### config.mk
export PLATFORM = sky130hd
export DESIGN_NAME = pattern_frame_source_flat
export DESIGN_NICKNAME = d
export VERILOG_FILES = /design/src/rtl/pattern_frame_source_pkg.sv /design/src/rtl/pattern_frame_source_if.sv /design/src/rtl/pattern_frame_source_frame_coord_counter.sv /design/src/rtl/pattern_frame_source.sv /design/src/flat_wrapper.sv
export SDC_FILE = /design/constraint.sdc
export NUM_CORES = 1
export LEC_CHECK = 0
export BUFFER_PORTS_ARGS = -buffer_cell sky130_fd_sc_hd__buf_2
export CAP_MARGIN = 5
export CELL_PAD_IN_SITES_DETAIL_PLACEMENT = 0
export CELL_PAD_IN_SITES_GLOBAL_PLACEMENT = 1
export CORE_MARGIN = 1
export CORE_UTILIZATION = 44
export CTS_CLUSTER_SIZE = 24
export DETAILED_ROUTE_END_ITERATION = 6
export GPL_TIMING_DRIVEN = 0
export PLACE_DENSITY_LB_ADDON = 0.1
export SLEW_MARGIN = 20
export SYNTH_ARGS = -nofsm -noshare
export SYNTH_HDL_FRONTEND = slang
export SYNTH_SLANG_ARGS = --single-unit
### constraint.sdc
create_clock -name clk -period 3 [get_ports clk]
set_input_delay 0.3 -clock clk [delete_from_list [all_inputs] [get_ports clk]]
set_output_delay 0.3 -clock clk [all_outputs]
set_load 0.01 [all_outputs]
### src/rtl/pattern_frame_source_pkg.sv
// pattern_pkg: shared types for pattern_frame_source.
//   mode_t  - pixel source selected at frame start
//   state_t - frame sequencer states
//   bar_rgb - colour-bar table as {R,G,B} channel on/off masks; the top
//             widens each bit to the full channel width
package pattern_pkg;

  typedef enum logic [1:0] {
    MODE_ROM   = 2'd0,
    MODE_BARS  = 2'd1,
    MODE_RAMP  = 2'd2,
    MODE_CHECK = 2'd3
  } mode_t;

  typedef enum logic [1:0] {
    IDLE     = 2'd0,
    PREFETCH = 2'd1,
    STREAM   = 2'd2,
    GAP      = 2'd3
  } state_t;

  localparam int NUM_BARS = 8;

  // Bar order: white, yellow, cyan, green, magenta, red, blue, black.
  function automatic logic [2:0] bar_rgb(input logic [2:0] idx);
    logic [2:0] rgb;
    case (idx)
      3'd0:    rgb = 3'b111;
      3'd1:    rgb = 3'b110;
      3'd2:    rgb = 3'b011;
      3'd3:    rgb = 3'b010;
      3'd4:    rgb = 3'b101;
      3'd5:    rgb = 3'b100;
      3'd6:    rgb = 3'b001;
      default: rgb = 3'b000;
    endcase
    return rgb;
  endfunction

endpackage

### src/rtl/pattern_frame_source_if.sv
// Avalon-ST video stream (readyLatency 0).
//   data, startofpacket, endofpacket, valid : source -> sink
//   ready                                   : sink -> source
interface pattern_frame_source_if #(
  parameter int PIX_W = 12
) ();

  logic [PIX_W-1:0] data;
  logic             startofpacket;
  logic             endofpacket;
  logic             valid;
  logic             ready;

  modport master (output data, output startofpacket, output endofpacket,
                  output valid, input ready);
  modport slave  (input data, input startofpacket, input endofpacket,
                  input valid, output ready);

endinterface

### src/rtl/pattern_frame_source_frame_coord_counter.sv
// frame_coord_counter: raster position of the pixel currently on the bus.
//   clk, reset       - clock, asynchronous active-high reset
//   clear            - force position to (0,0)
//   advance          - step to the next raster pixel (wraps after the last)
//   x, y, idx        - current column, line and linear index
//   last             - current pixel is (WIDTH-1,HEIGHT-1)
//   nxt_x/y/idx/last - the same values for the pixel after an advance
module frame_coord_counter #(
  parameter int WIDTH  = 320,
  parameter int HEIGHT = 240,
  parameter int X_W    = 9,
  parameter int Y_W    = 8,
  parameter int ADDR_W = 17
) (
  input  logic              clk,
  input  logic              reset,
  input  logic              clear,
  input  logic              advance,
  output logic [X_W-1:0]    x,
  output logic [Y_W-1:0]    y,
  output logic [ADDR_W-1:0] idx,
  output logic              last,
  output logic [X_W-1:0]    nxt_x,
  output logic [Y_W-1:0]    nxt_y,
  output logic [ADDR_W-1:0] nxt_idx,
  output logic              nxt_last
);

  logic [X_W-1:0]    x_r;
  logic [Y_W-1:0]    y_r;
  logic [ADDR_W-1:0] idx_r;
  logic              x_last_s;
  logic              y_last_s;

  assign x_last_s = (x_r == X_W'(WIDTH - 1));
  assign y_last_s = (y_r == Y_W'(HEIGHT - 1));
  assign last     = x_last_s && y_last_s;
  assign nxt_last = (nxt_x == X_W'(WIDTH - 1)) && (nxt_y == Y_W'(HEIGHT - 1));

  assign x   = x_r;
  assign y   = y_r;
  assign idx = idx_r;

  // Successor position: end of frame wraps to (0,0), end of line to next y.
  always_comb begin
    nxt_x   = x_r + X_W'(1);
    nxt_y   = y_r;
    nxt_idx = idx_r + ADDR_W'(1);
    if (last) begin
      nxt_x   = '0;
      nxt_y   = '0;
      nxt_idx = '0;
    end else if (x_last_s) begin
      nxt_x = '0;
      nxt_y = y_r + Y_W'(1);
    end else begin
      nxt_y = y_r;
    end
  end

  // Position registers.
  always_ff @(posedge clk or posedge reset) begin
    if (reset) begin
      x_r   <= '0;
      y_r   <= '0;
      idx_r <= '0;
    end else if (clear) begin
      x_r   <= '0;
      y_r   <= '0;
      idx_r <= '0;
    end else if (advance) begin
      x_r   <= nxt_x;
      y_r   <= nxt_y;
      idx_r <= nxt_idx;
    end else begin
      x_r   <= x_r;
      y_r   <= y_r;
      idx_r <= idx_r;
    end
  end

endmodule

### src/rtl/pattern_frame_source.sv
// pattern_frame_source: test-pattern / ROM-image Avalon-ST video source.
//   clk, reset   - clock, asynchronous active-high reset
//   enable       - level; start or keep streaming frames
//   mode         - 0 ROM, 1 bars, 2 ramp, 3 checker (taken at frame start)
//   rom_addr     - address to a synchronous ROM with 1-cycle read latency
//   rom_data     - ROM read data
//   st           - video stream (data, sop, eop, valid out; ready in)
//   frame_count  - completed frames, wraps
//   busy         - sequencer is not IDLE
module pattern_frame_source
  import pattern_pkg::*;
#(
  parameter int WIDTH       = 320,
  parameter int HEIGHT      = 240,
  parameter int PIX_W       = 12,
  parameter int GAP_CYCLES  = 16,
  parameter int CHECK_SHIFT = 3,
  parameter int GRAD_SHIFT  = 4,
  parameter int ADDR_W      = $clog2(WIDTH * HEIGHT)
) (
  input  logic                   clk,
  input  logic                   reset,
  input  logic                   enable,
  input  logic [1:0]             mode,
  output logic [ADDR_W-1:0]      rom_addr,
  input  logic [PIX_W-1:0]       rom_data,
  pattern_frame_source_if.master st,
  output logic [15:0]            frame_count,
  output logic                   busy
);

  localparam int CH_W     = PIX_W / 3;
  localparam int X_W      = (WIDTH > 1) ? $clog2(WIDTH) : 1;
  localparam int Y_W      = (HEIGHT > 1) ? $clog2(HEIGHT) : 1;
  localparam int TOTAL    = WIDTH * HEIGHT;
  localparam int BAR_W    = WIDTH / NUM_BARS;
  localparam int GAP_W    = (GAP_CYCLES > 1) ? $clog2(GAP_CYCLES) : 1;
  localparam int GAP_LAST = (GAP_CYCLES > 0) ? GAP_CYCLES - 1 : 0;

  state_t             state_r;
  mode_t              mode_r;
  logic [GAP_W-1:0]   gap_cnt_r;
  logic               valid_r;
  logic               sop_r;
  logic               eop_r;
  logic [PIX_W-1:0]   pattern_r;
  logic [2:0]         bar_idx_r;
  logic [X_W-1:0]     bar_cnt_r;
  logic [15:0]        frame_count_r;
  logic               busy_r;

  logic               transfer_s;
  logic               advance_s;
  logic               clear_s;
  logic [X_W-1:0]     x_s;
  logic [Y_W-1:0]     y_s;
  logic [ADDR_W-1:0]  idx_s;
  logic               last_s;
  logic [X_W-1:0]     nxt_x_s;
  logic [Y_W-1:0]     nxt_y_s;
  logic [ADDR_W-1:0]  nxt_idx_s;
  logic               nxt_last_s;
  logic [X_W-1:0]     tgt_x_s;
  logic [Y_W-1:0]     tgt_y_s;
  mode_t              mode_sel_s;
  logic [2:0]         nb_idx_s;
  logic [X_W-1:0]     nb_cnt_s;
  logic [CH_W-1:0]    ramp_ch_s;
  logic               chk_bit_s;
  logic [PIX_W-1:0]   pattern_nxt_s;

  function automatic logic [PIX_W-1:0] expand_rgb(input logic [2:0] rgb);
    return {{CH_W{rgb[2]}}, {CH_W{rgb[1]}}, {CH_W{rgb[0]}}};
  endfunction

  assign transfer_s = valid_r && st.ready;
  assign advance_s  = (state_r == STREAM) && transfer_s;
  assign clear_s    = (state_r == PREFETCH);

  frame_coord_counter #(
    .WIDTH  (WIDTH),
    .HEIGHT (HEIGHT),
    .X_W    (X_W),
    .Y_W    (Y_W),
    .ADDR_W (ADDR_W)
  ) u_coord (
    .clk      (clk),
    .reset    (reset),
    .clear    (clear_s),
    .advance  (advance_s),
    .x        (x_s),
    .y        (y_s),
    .idx      (idx_s),
    .last     (last_s),
    .nxt_x    (nxt_x_s),
    .nxt_y    (nxt_y_s),
    .nxt_idx  (nxt_idx_s),
    .nxt_last (nxt_last_s)
  );

  // ROM address: the pixel that will be on the bus next cycle, so the
  // 1-cycle ROM latency lines rom_data up with the presented pixel.
  always_comb begin
    if (state_r == STREAM) begin
      if (transfer_s) begin
        rom_addr = nxt_idx_s;
      end else begin
        rom_addr = idx_s;
      end
    end else begin
      rom_addr = '0;
    end
  end

  // Coordinates and mode of the pixel the pattern registers load next.
  always_comb begin
    if (state_r == STREAM) begin
      tgt_x_s    = nxt_x_s;
      tgt_y_s    = nxt_y_s;
      mode_sel_s = mode_r;
    end else begin
      tgt_x_s    = '0;
      tgt_y_s    = '0;
      mode_sel_s = mode_t'(mode);
    end
  end

  // Bar tracker: last bar absorbs the WIDTH%8 remainder pixels.
  always_comb begin
    if (tgt_x_s == '0) begin
      nb_idx_s = 3'd0;
      nb_cnt_s = '0;
    end else if ((bar_cnt_r == X_W'(BAR_W - 1)) && (bar_idx_r != 3'd7)) begin
      nb_idx_s = bar_idx_r + 3'd1;
      nb_cnt_s = '0;
    end else begin
      nb_idx_s = bar_idx_r;
      nb_cnt_s = bar_cnt_r + X_W'(1);
    end
  end

  assign ramp_ch_s = CH_W'(tgt_x_s >> GRAD_SHIFT);
  assign chk_bit_s = 1'(tgt_x_s >> CHECK_SHIFT) ^ 1'(tgt_y_s >> CHECK_SHIFT);

  // Pattern value for the next presented pixel.
  always_comb begin
    case (mode_sel_s)
      MODE_BARS:  pattern_nxt_s = expand_rgb(bar_rgb(nb_idx_s));
      MODE_RAMP:  pattern_nxt_s = {3{ramp_ch_s}};
      MODE_CHECK: pattern_nxt_s = chk_bit_s ? expand_rgb(3'b000) : expand_rgb(3'b111);
      MODE_ROM:   pattern_nxt_s = '0;
      default:    pattern_nxt_s = '0;
    endcase
  end

  // Frame sequencer with registered stream flags, pattern and counters.
  always_ff @(posedge clk or posedge reset) begin
    if (reset) begin
      state_r       <= IDLE;
      mode_r        <= MODE_ROM;
      gap_cnt_r     <= '0;
      valid_r       <= 1'b0;
      sop_r         <= 1'b0;
      eop_r         <= 1'b0;
      pattern_r     <= '0;
      bar_idx_r     <= 3'd0;
      bar_cnt_r     <= '0;
      frame_count_r <= 16'd0;
      busy_r        <= 1'b0;
    end else begin
      case (state_r)
        IDLE: begin
          if (enable) begin
            state_r <= PREFETCH;
            busy_r  <= 1'b1;
          end else begin
            busy_r  <= 1'b0;
          end
        end
        PREFETCH: begin
          mode_r    <= mode_t'(mode);
          state_r   <= STREAM;
          valid_r   <= 1'b1;
          sop_r     <= 1'b1;
          eop_r     <= (TOTAL == 1);
          pattern_r <= pattern_nxt_s;
          bar_idx_r <= nb_idx_s;
          bar_cnt_r <= nb_cnt_s;
        end
        STREAM: begin
          // enable is deliberately ignored here: a frame always completes.
          if (transfer_s) begin
            if (last_s) begin
              state_r       <= GAP;
              valid_r       <= 1'b0;
              sop_r         <= 1'b0;
              eop_r         <= 1'b0;
              gap_cnt_r     <= '0;
              frame_count_r <= frame_count_r + 16'd1;
            end else begin
              sop_r     <= 1'b0;
              eop_r     <= nxt_last_s;
              pattern_r <= pattern_nxt_s;
              bar_idx_r <= nb_idx_s;
              bar_cnt_r <= nb_cnt_s;
            end
          end else begin
            valid_r <= valid_r;
          end
        end
        GAP: begin
          if (gap_cnt_r == GAP_W'(GAP_LAST)) begin
            if (enable) begin
              state_r <= PREFETCH;
            end else begin
              state_r <= IDLE;
              busy_r  <= 1'b0;
            end
          end else begin
            gap_cnt_r <= gap_cnt_r + GAP_W'(1);
          end
        end
        default: begin
          state_r <= IDLE;
          valid_r <= 1'b0;
          sop_r   <= 1'b0;
          eop_r   <= 1'b0;
          busy_r  <= 1'b0;
        end
      endcase
    end
  end

  // ROM data bypasses the pattern register so both paths share one latency.
  assign st.data          = valid_r ? ((mode_r == MODE_ROM) ? rom_data : pattern_r) : '0;
  assign st.startofpacket = sop_r;
  assign st.endofpacket   = eop_r;
  assign st.valid         = valid_r;
  assign frame_count      = frame_count_r;
  assign busy             = busy_r;

endmodule

### src/flat_wrapper.sv
// flat-port wrapper written by rule: the top's interface ports become plain ports
module pattern_frame_source_flat import pattern_pkg::*;
#(
  parameter int WIDTH       = 320,
  parameter int HEIGHT      = 240,
  parameter int PIX_W       = 12,
  parameter int GAP_CYCLES  = 16,
  parameter int CHECK_SHIFT = 3,
  parameter int GRAD_SHIFT  = 4,
  parameter int ADDR_W      = $clog2(WIDTH * HEIGHT)
)
  (clk, reset, enable, mode, rom_addr, rom_data, frame_count, busy, st_data, st_startofpacket, st_endofpacket, st_valid, st_ready);
  pattern_frame_source_if #(.PIX_W(PIX_W)) st_i ();
  input  logic clk;
  input  logic reset;
  input  logic enable;
  input  logic [1:0] mode;
  output logic [ADDR_W-1:0] rom_addr;
  input  logic [PIX_W-1:0] rom_data;
  output logic [15:0] frame_count;
  output logic busy;
  output wire logic [$bits(st_i.data)-1:0] st_data;
  output wire logic [$bits(st_i.startofpacket)-1:0] st_startofpacket;
  output wire logic [$bits(st_i.endofpacket)-1:0] st_endofpacket;
  output wire logic [$bits(st_i.valid)-1:0] st_valid;
  input wire logic [$bits(st_i.ready)-1:0] st_ready;
  assign st_data = st_i.data;
  assign st_startofpacket = st_i.startofpacket;
  assign st_endofpacket = st_i.endofpacket;
  assign st_valid = st_i.valid;
  assign st_i.ready = st_ready;
  pattern_frame_source #(.WIDTH(WIDTH), .HEIGHT(HEIGHT), .PIX_W(PIX_W), .GAP_CYCLES(GAP_CYCLES), .CHECK_SHIFT(CHECK_SHIFT), .GRAD_SHIFT(GRAD_SHIFT), .ADDR_W(ADDR_W)) u_core (.clk(clk), .reset(reset), .enable(enable), .mode(mode), .rom_addr(rom_addr), .rom_data(rom_data), .st(st_i), .frame_count(frame_count), .busy(busy));
endmodule
==> impl_results.md, run 1 <==
* Outcome: complete, no violations
* Power per Cell Area at 541 nW/um^2
* Reg2reg start: u_core.state_r[0]
* Yosys top cell by area: dfrtp_1
* Total grt overflow at 0
* Hold path start: mode[0]
* Syn Inst Count at about 660
* CP max stage delay at 0.45 ns
* Top-count cell post-synth: nand2_1
* Remaining antenna violation count at 0
* First-pass GRT wire length at roughly 25,000 um
* H-Tree Depth at 3
* Total CTS buffers at 9
* Final setup violation count at 0
* Die area at 12,700 um^2
* GRT Overall Usage at 0.250
* Share of Yosys cell area claimed by the top area cell type at 0.399
* CORE AREA at 12,000 um^2
* Die width at 113 um
* Crit Path Class: reg2out
* Final WS setup at 0.148 ns
* FFs w/ async S/R, synth at 1.00
* Via count at about 5,200
* Final period util at 0.951
* Final hold viol count at 0
* Worst-Margin Slew at 0.662 ns
* Post-synthesis net count at 694
* Fin Setup TNS at 0 ns
* Worst path slowest cell: dfrtp_2
* Post-CTS Setup Bufs at 0
* RSZ-0062 raised after global routing: no
* Root Driver: clkbuf_16
* Worst endpoint required time at approximately 2.7 ns
* CP dominant cell by count: buf_2
* Sequential share of the synthesized area at 0.399
* Maximum fanout along the worst path at 10
* Largest net degree at the start of global routing at 55
* Leakage at 2.83 nW
* Worst-skew pair later-pin latency at 0.35 ns
* First-pass DRT Iterations at 5
* Tmin final at 2.85 ns
* Antenna violations before repair at 0
* Area delta synth->final at 16.9%
* Sinks on Clock Net at 86
* Synth Flop Type: dfrtp_1
* Via density at 5.87
* IO Count at 67
* Critical path launch point: u_core.u_coord.x[1]
* CTS tree: done
* Setup Skew at 0.00775 ns
* DRT iter0 DRCs at 270
* Initial Util at 0.451
* PortBufs at between 60 and 70
* WL/cell at between 15 and 20 um
* Max Transition Viols Final at 0
* HPWL Detailed at 10,900 um
* Clk pin slew, worst setup/hold paths at ~0.07 ns
* Hold Crit Class: in2reg
* Max clock buf depth at 2
* FP Rows at 40
* Number of global-route vias before repair at a little over 5,000
* Final GP Congestion at about 0.89
* DRC viols at 0
* Routed WL at 15,000 um
* CP Capture Type: output pin
* Worst EP arrival at 2.55 ns
* N_diodes at 0
* Slew HR at 0.559
* Yosys cell types at 63
* Nets at 771
* CP startpoint kind: register
* Synth top area cells: dfrtp_1 40%, nand2_1 8.4%, a21oi_1 4.6%, nor2_1 4.4%, o21ai_0 4.1%
* Pre-CTS setup slack at -0.114 ns
* Die Y at 113 um
* Ys Warns at 0
* Max capacitance violation total at 0
* Layout cells sized above 1 at 0.157
* Cell chain of the critical path: ha_2, and4bb_2, and4_1, buf_2, nor2_4, clkbuf_4, a22oi_1, nor2_1, buf_2
* Most instantiated cells after synthesis: 121 x nand2_1, 86 x dfrtp_1, 63 x nor2_1, 50 x a21oi_1, 44 x o21ai_0
* FF+latch count, synth at 86
* Post-synth EDFFs at 0
* Fmax at 0.351 GHz
* Post-synthesis instance area at 5390 um^2
* Syn avg cell area at 8.13 um^2
* Peak VDD IR at 0.000227 V
-- what timing repair did --
| item | in CTS | in global routing |
|---|---|---|
| hold buffers | 1 | 0 |
| hold endpoints to repair | 32 | 0 |
| resized for setup | 6 | 10 |
| gates cloned | 0 | 0 |
| endpoints found under the setup margin | 16 | 28 |
-- worst paths after layout --
path / slack, ns / endpoint / cells after the start
max reg2reg: 0.28 / u_core.pattern_r[1] / 10
min: 0.25 / u_core.mode_r[0] / 2
max in group asynchronous: 1.87 / u_core.u_coord.x[1] / 4
min in group asynchronous: 0.50 / u_core.bar_cnt_r[8] / 3
min reg2reg: 0.47 / u_core.st.startofpacket / 2
max: 0.15 / rom_addr[16] / 9
-- state kept, by name (all words and copies together) (netlist names), 3 cells and up --
| name | count |
|---|---|
| u_core.bar_idx_r | 3 |
| u_core.frame_count | 16 |
| u_core.u_coord.idx | 17 |
| u_core.gap_cnt_r | 4 |
| u_core.pattern_r | 12 |
| u_core.u_coord.y | 8 |
| u_core.u_coord.x | 9 |
| u_core.bar_cnt_r | 9 |
-- per-stage QoR --
stage / instances / cell area [um^2] / util / hold WS [ns] / total power, mW
final: 892 / 6300 / 0.527 / 0.249 / 3.41
after global routing: 892 / 6300 / 0.527 / 0.247 / 3.59
after CTS: 892 / 6270 / 0.524 / 0.237 / 3.42
after detailed placement: 876 / 5930 / 0.496 / 0.347 / 2.20
after global placement: 875 / 5900 / 0.493 / 0.451 / 2.17
after floorplan: 663 / 5390 / - / 0.452 / 1.97
-- worst max-delay path, delay by kind of cell, from the launching register on --
| family | cells | cell delay (ns) |
|---|---|---|
| compound gates | 1 | 0.09 |
| fa+ha+maj | 1 | 0.23 |
| buf+inv | 3 | 0.58 |
| simple gates | 4 | 0.84 |
| flops | 1 | 0.45 |
-- metal layers --
| metal | routed length (um) | up-vias | GRT usage | part of all wire |
|---|---|---|---|---|
| li1 | - | 2533 | - | - |
| met1 | 6840 | 2531 | 0.318 | 0.46 |
| met2 | 7190 | 151 | 0.424 | 0.48 |
| met3 | 694 | 20 | 0.0346 | 0.046 |
| met4 | 303 | 0 | 0.112 | 0.020 |
| met5 | 0 | - | 0 | 0 |
-- report_power, final --
| part | switching, mW | leakage [nW] | internal [mW] |
|---|---|---|---|
| clock network | 0.481 | 0.154 | 0.734 |
| registers | 0.128 | 1.09 | 1.29 |
| logic | 0.465 | 1.58 | 0.310 |
| total | 1.07 | 2.83 | 2.33 |
-- cell usage in the layout (no fill, tap or decap), types with 3 or more instances in the layout --
master     instances
nand2_1          120
dfrtp_1           85
buf_2             75
nor2_1            62
a21oi_1           50
o21ai_0           43
nand3_1           35
clkbuf_1          24
nand4_1           17
xnor2_1           16
inv_1             16
a21boi_0          12
ha_1              12
o32a_1            11
xor2_1            11
and2_1            10
a31oi_1            9
nor3_1             9
clkbuf_16          9
a22oi_1            8
and3_1             8
o22ai_1            7
mux2i_1            6
and4_1             6
nand3b_1           5
or2_2              5
o211ai_1           4
or3_1              4
nand2b_1           4
o221ai_1           3
-- cells by family after synthesis --
kind of cell | Yosys count | share of synthesized area
buffers and inverters | 54 | 0.0413
and+or+nand+nor | 305 | 0.271
muxes | 8 | 0.0153
AOI/OAI and AO/OA | 170 | 0.199
DFF | 86 | 0.399
adders and majority gates | 13 | 0.0302
xor gates and xnor gates | 27 | 0.0439
-- cell type report --
class / count / area [um^2]
plain buffers: 36 / 163
clock buffers: 11 / 233
clock inverters: 5 / 82.6
fillers: 1171 / 5660
inverters: 17 / 66.3
multi-input cells: 523 / 3060
flip-flops and latches: 86 / 2150
well taps: 147 / 184
repair buffers: 67 / 363
(Power assumes the default switching activity.)
==> inputs of run 2 (changes only) <==
Clock period 3 ns to 3.2 ns, I/O delays scaled along.
==> impl_results.md, run 2 (synthesized netlist as in run 1, its figures left out) <==
* Sinks on Clock Net at 86 (unchanged)
* Number of global-route vias before repair at 5,106 (-0.078%)
* First-pass GRT wire length at 25,100 um (about the same)
* Antenna violations before repair at 0 (unchanged)
* Final WS setup at 0.179 ns (+0.0305 ns)
* Hold Crit Class: in2reg
* Dpl cell area at 5930 um^2 (unchanged)
* Final period util at 0.944
* Max clock buf depth at 2 (unchanged)
* Pre-CTS setup slack at 0.0655 ns (+0.180 ns)
* Die width at 113 um (unchanged)
* Setup Skew at 0.00725 ns (-0.000499 ns)
* FP Rows at 40 (unchanged)
* Final setup violation count at 0 (unchanged)
* Peak VDD IR at 0.000212 V (-6.9%)
* Final hold viol count at 0 (unchanged)
* Largest net degree at the start of global routing at 55 (unchanged)
* Nets at 772 (+0.13%)
* CORE AREA at 12,000 um^2 (unchanged)
* Placed cells at 876 (unchanged)
* Via count at 5,198 (-0.71%)
* Layout cells sized above 1 at 0.150 (-0.00691)
* CP startpoint kind: register
* CTS tree: done
* Post-CTS Setup Bufs at 0 (unchanged)
* Worst endpoint required time at 2.88 ns (+0.18 ns)
* Final GP Congestion at 0.894 (unchanged)
* HPWL Detailed at 10,900 um (unchanged)
* Clk pin slew, worst setup/hold paths at 0.06 ns (about the same)
* PortBufs at 65 (unchanged)
* Power per Cell Area at 508 nW/um^2 (-6.1%)
* CP Capture Type: output pin
* Initial Util at 0.451 (unchanged)
* Tmin final at slightly above 3 ns
* Total grt overflow at 0 (unchanged)
* Max FFs per register at 17 (unchanged)
* Finished Core Util at 0.524 (-0.00230)
* Commonest non-fill, non-tap cell in the layout: nand2_1
* Root Driver: clkbuf_16
* Most frequent cells in the layout: 121 x nand2_1, 86 x dfrtp_1, 75 x buf_2
* Leakage at 2.81 nW (-0.47%)
* Worst EP arrival at 2.70 ns (+0.15 ns)
* Area delta synth->final at 16.4%
* H-Tree Depth at 3 (unchanged)
* Die Y at 113 um (unchanged)
* Outcome: complete, no violations
* Maximum fanout along the worst path at 10 (unchanged)
* Worst-skew pair later-pin latency at 0.35 ns (about the same)
* N_diodes at 0 (unchanged)
* RSZ-0062 raised after global routing: no
* FILL cells at 1,177 (+0.51%)
* Finished Cell Area at 6270 um^2 (-0.44%)
* Crit Path Class: reg2out
* Worst-Margin Slew at 0.800 ns (+0.138 ns)
* Fin cells at 893 (+0.11%)
* Max Transition Viols Final at 0 (unchanged)
* DRT iter0 DRCs at 265 (-1.9%)
* Die area at 12,700 um^2 (unchanged)
* WL/cell at 16.8 um (-0.27%)
* Via density at 5.82 (-0.82%)
* Fmax at ~0.33 GHz
* Slew HR at 0.459 (-0.0995)
* Total CTS buffers at 9 (unchanged)
* Max capacitance violation total at 0 (unchanged)
* DRC viols at 0 (unchanged)
* GRT Overall Usage at 0.250 (about the same)
* First-pass DRT Iterations at 5 (unchanged)
* Routed WL at 15,000 um (-0.16%)
* IO Count at 67 (unchanged)
* Fin Setup TNS at 0 ns (unchanged)
* Remaining antenna violation count at 0 (unchanged)
run 2: changes by cell type in the layout (fill, tap and decap cells not counted), sizes merged:
| cell | before | now |
|---|---|---|
| clkbuf | 35 | 36 |
run 2: path summary, 6_finish.rpt:
kind	cells after the start	slack (ns)	endpoint	from
worst max-delay path	7	0.18	rom_addr[16]	u_core.st.valid
min in group asynchronous	3	0.53	u_core.bar_cnt_r[8]	reset
worst min register to register	2	0.47	u_core.st.startofpacket	u_core.st.startofpacket
worst max register to register	9	0.26	u_core.frame_count[14]	u_core.state_r[0]
worst min-delay path	2	0.27	u_core.mode_r[0]	mode[0]
max in group asynchronous	4	2.06	u_core.u_coord.idx[4]	reset
run 2: power breakdown:
part	leakage, nW	switching [mW]	internal, mW
combinational	1.57	0.431	0.290
sequential	1.09	0.121	1.21
clock	0.154	0.446	0.688
run 2: what timing repair did:
item	in CTS	in global routing
hold endpoints to repair	21	0
setup endpoints to repair	10	11
gates cloned	0	0
pin swaps	0	0
resized for setup	3	3
hold buffers	1	0
run 2: layer usage:
layer	global-route usage	part of all wire
met1	0.317	0.46
met2	0.426	0.48
met3	0.0346	0.040
met4	0.112	0.020
met5	0	0
run 2: final cells by class:
type                            count  area [um^2]  share of cell area
Buffer                             37          161              0.0257
Clock buffer                       11          233              0.0371
Clock inverter                      5         82.6              0.0132
Inverter                           17         66.3              0.0106
Multi-Input combinational cell    523         3030               0.483
Sequential cell                    86         2150               0.343
Tap cell                          147          184              0.0293
Timing Repair Buffer               67          363              0.0578
run 2: worst max-delay path: stages, from the launching register on:
cell,delay (ns)
dfrtp_1,0.36
clkbuf_1,0.47
nand2_1,0.43
nor2_4,0.35
clkbuf_2,0.31
a22oi_1,0.12
nor2_1,0.15
buf_2,0.15
run 2: metrics by stage:
stage                     total power [mW]  hold WS, ns
after global placement                2.04        0.451
final                                 3.19        0.272
after detailed placement              2.07        0.367
after CTS                             3.21        0.257
after floorplan                       1.85        0.466
after global routing                  3.36        0.267
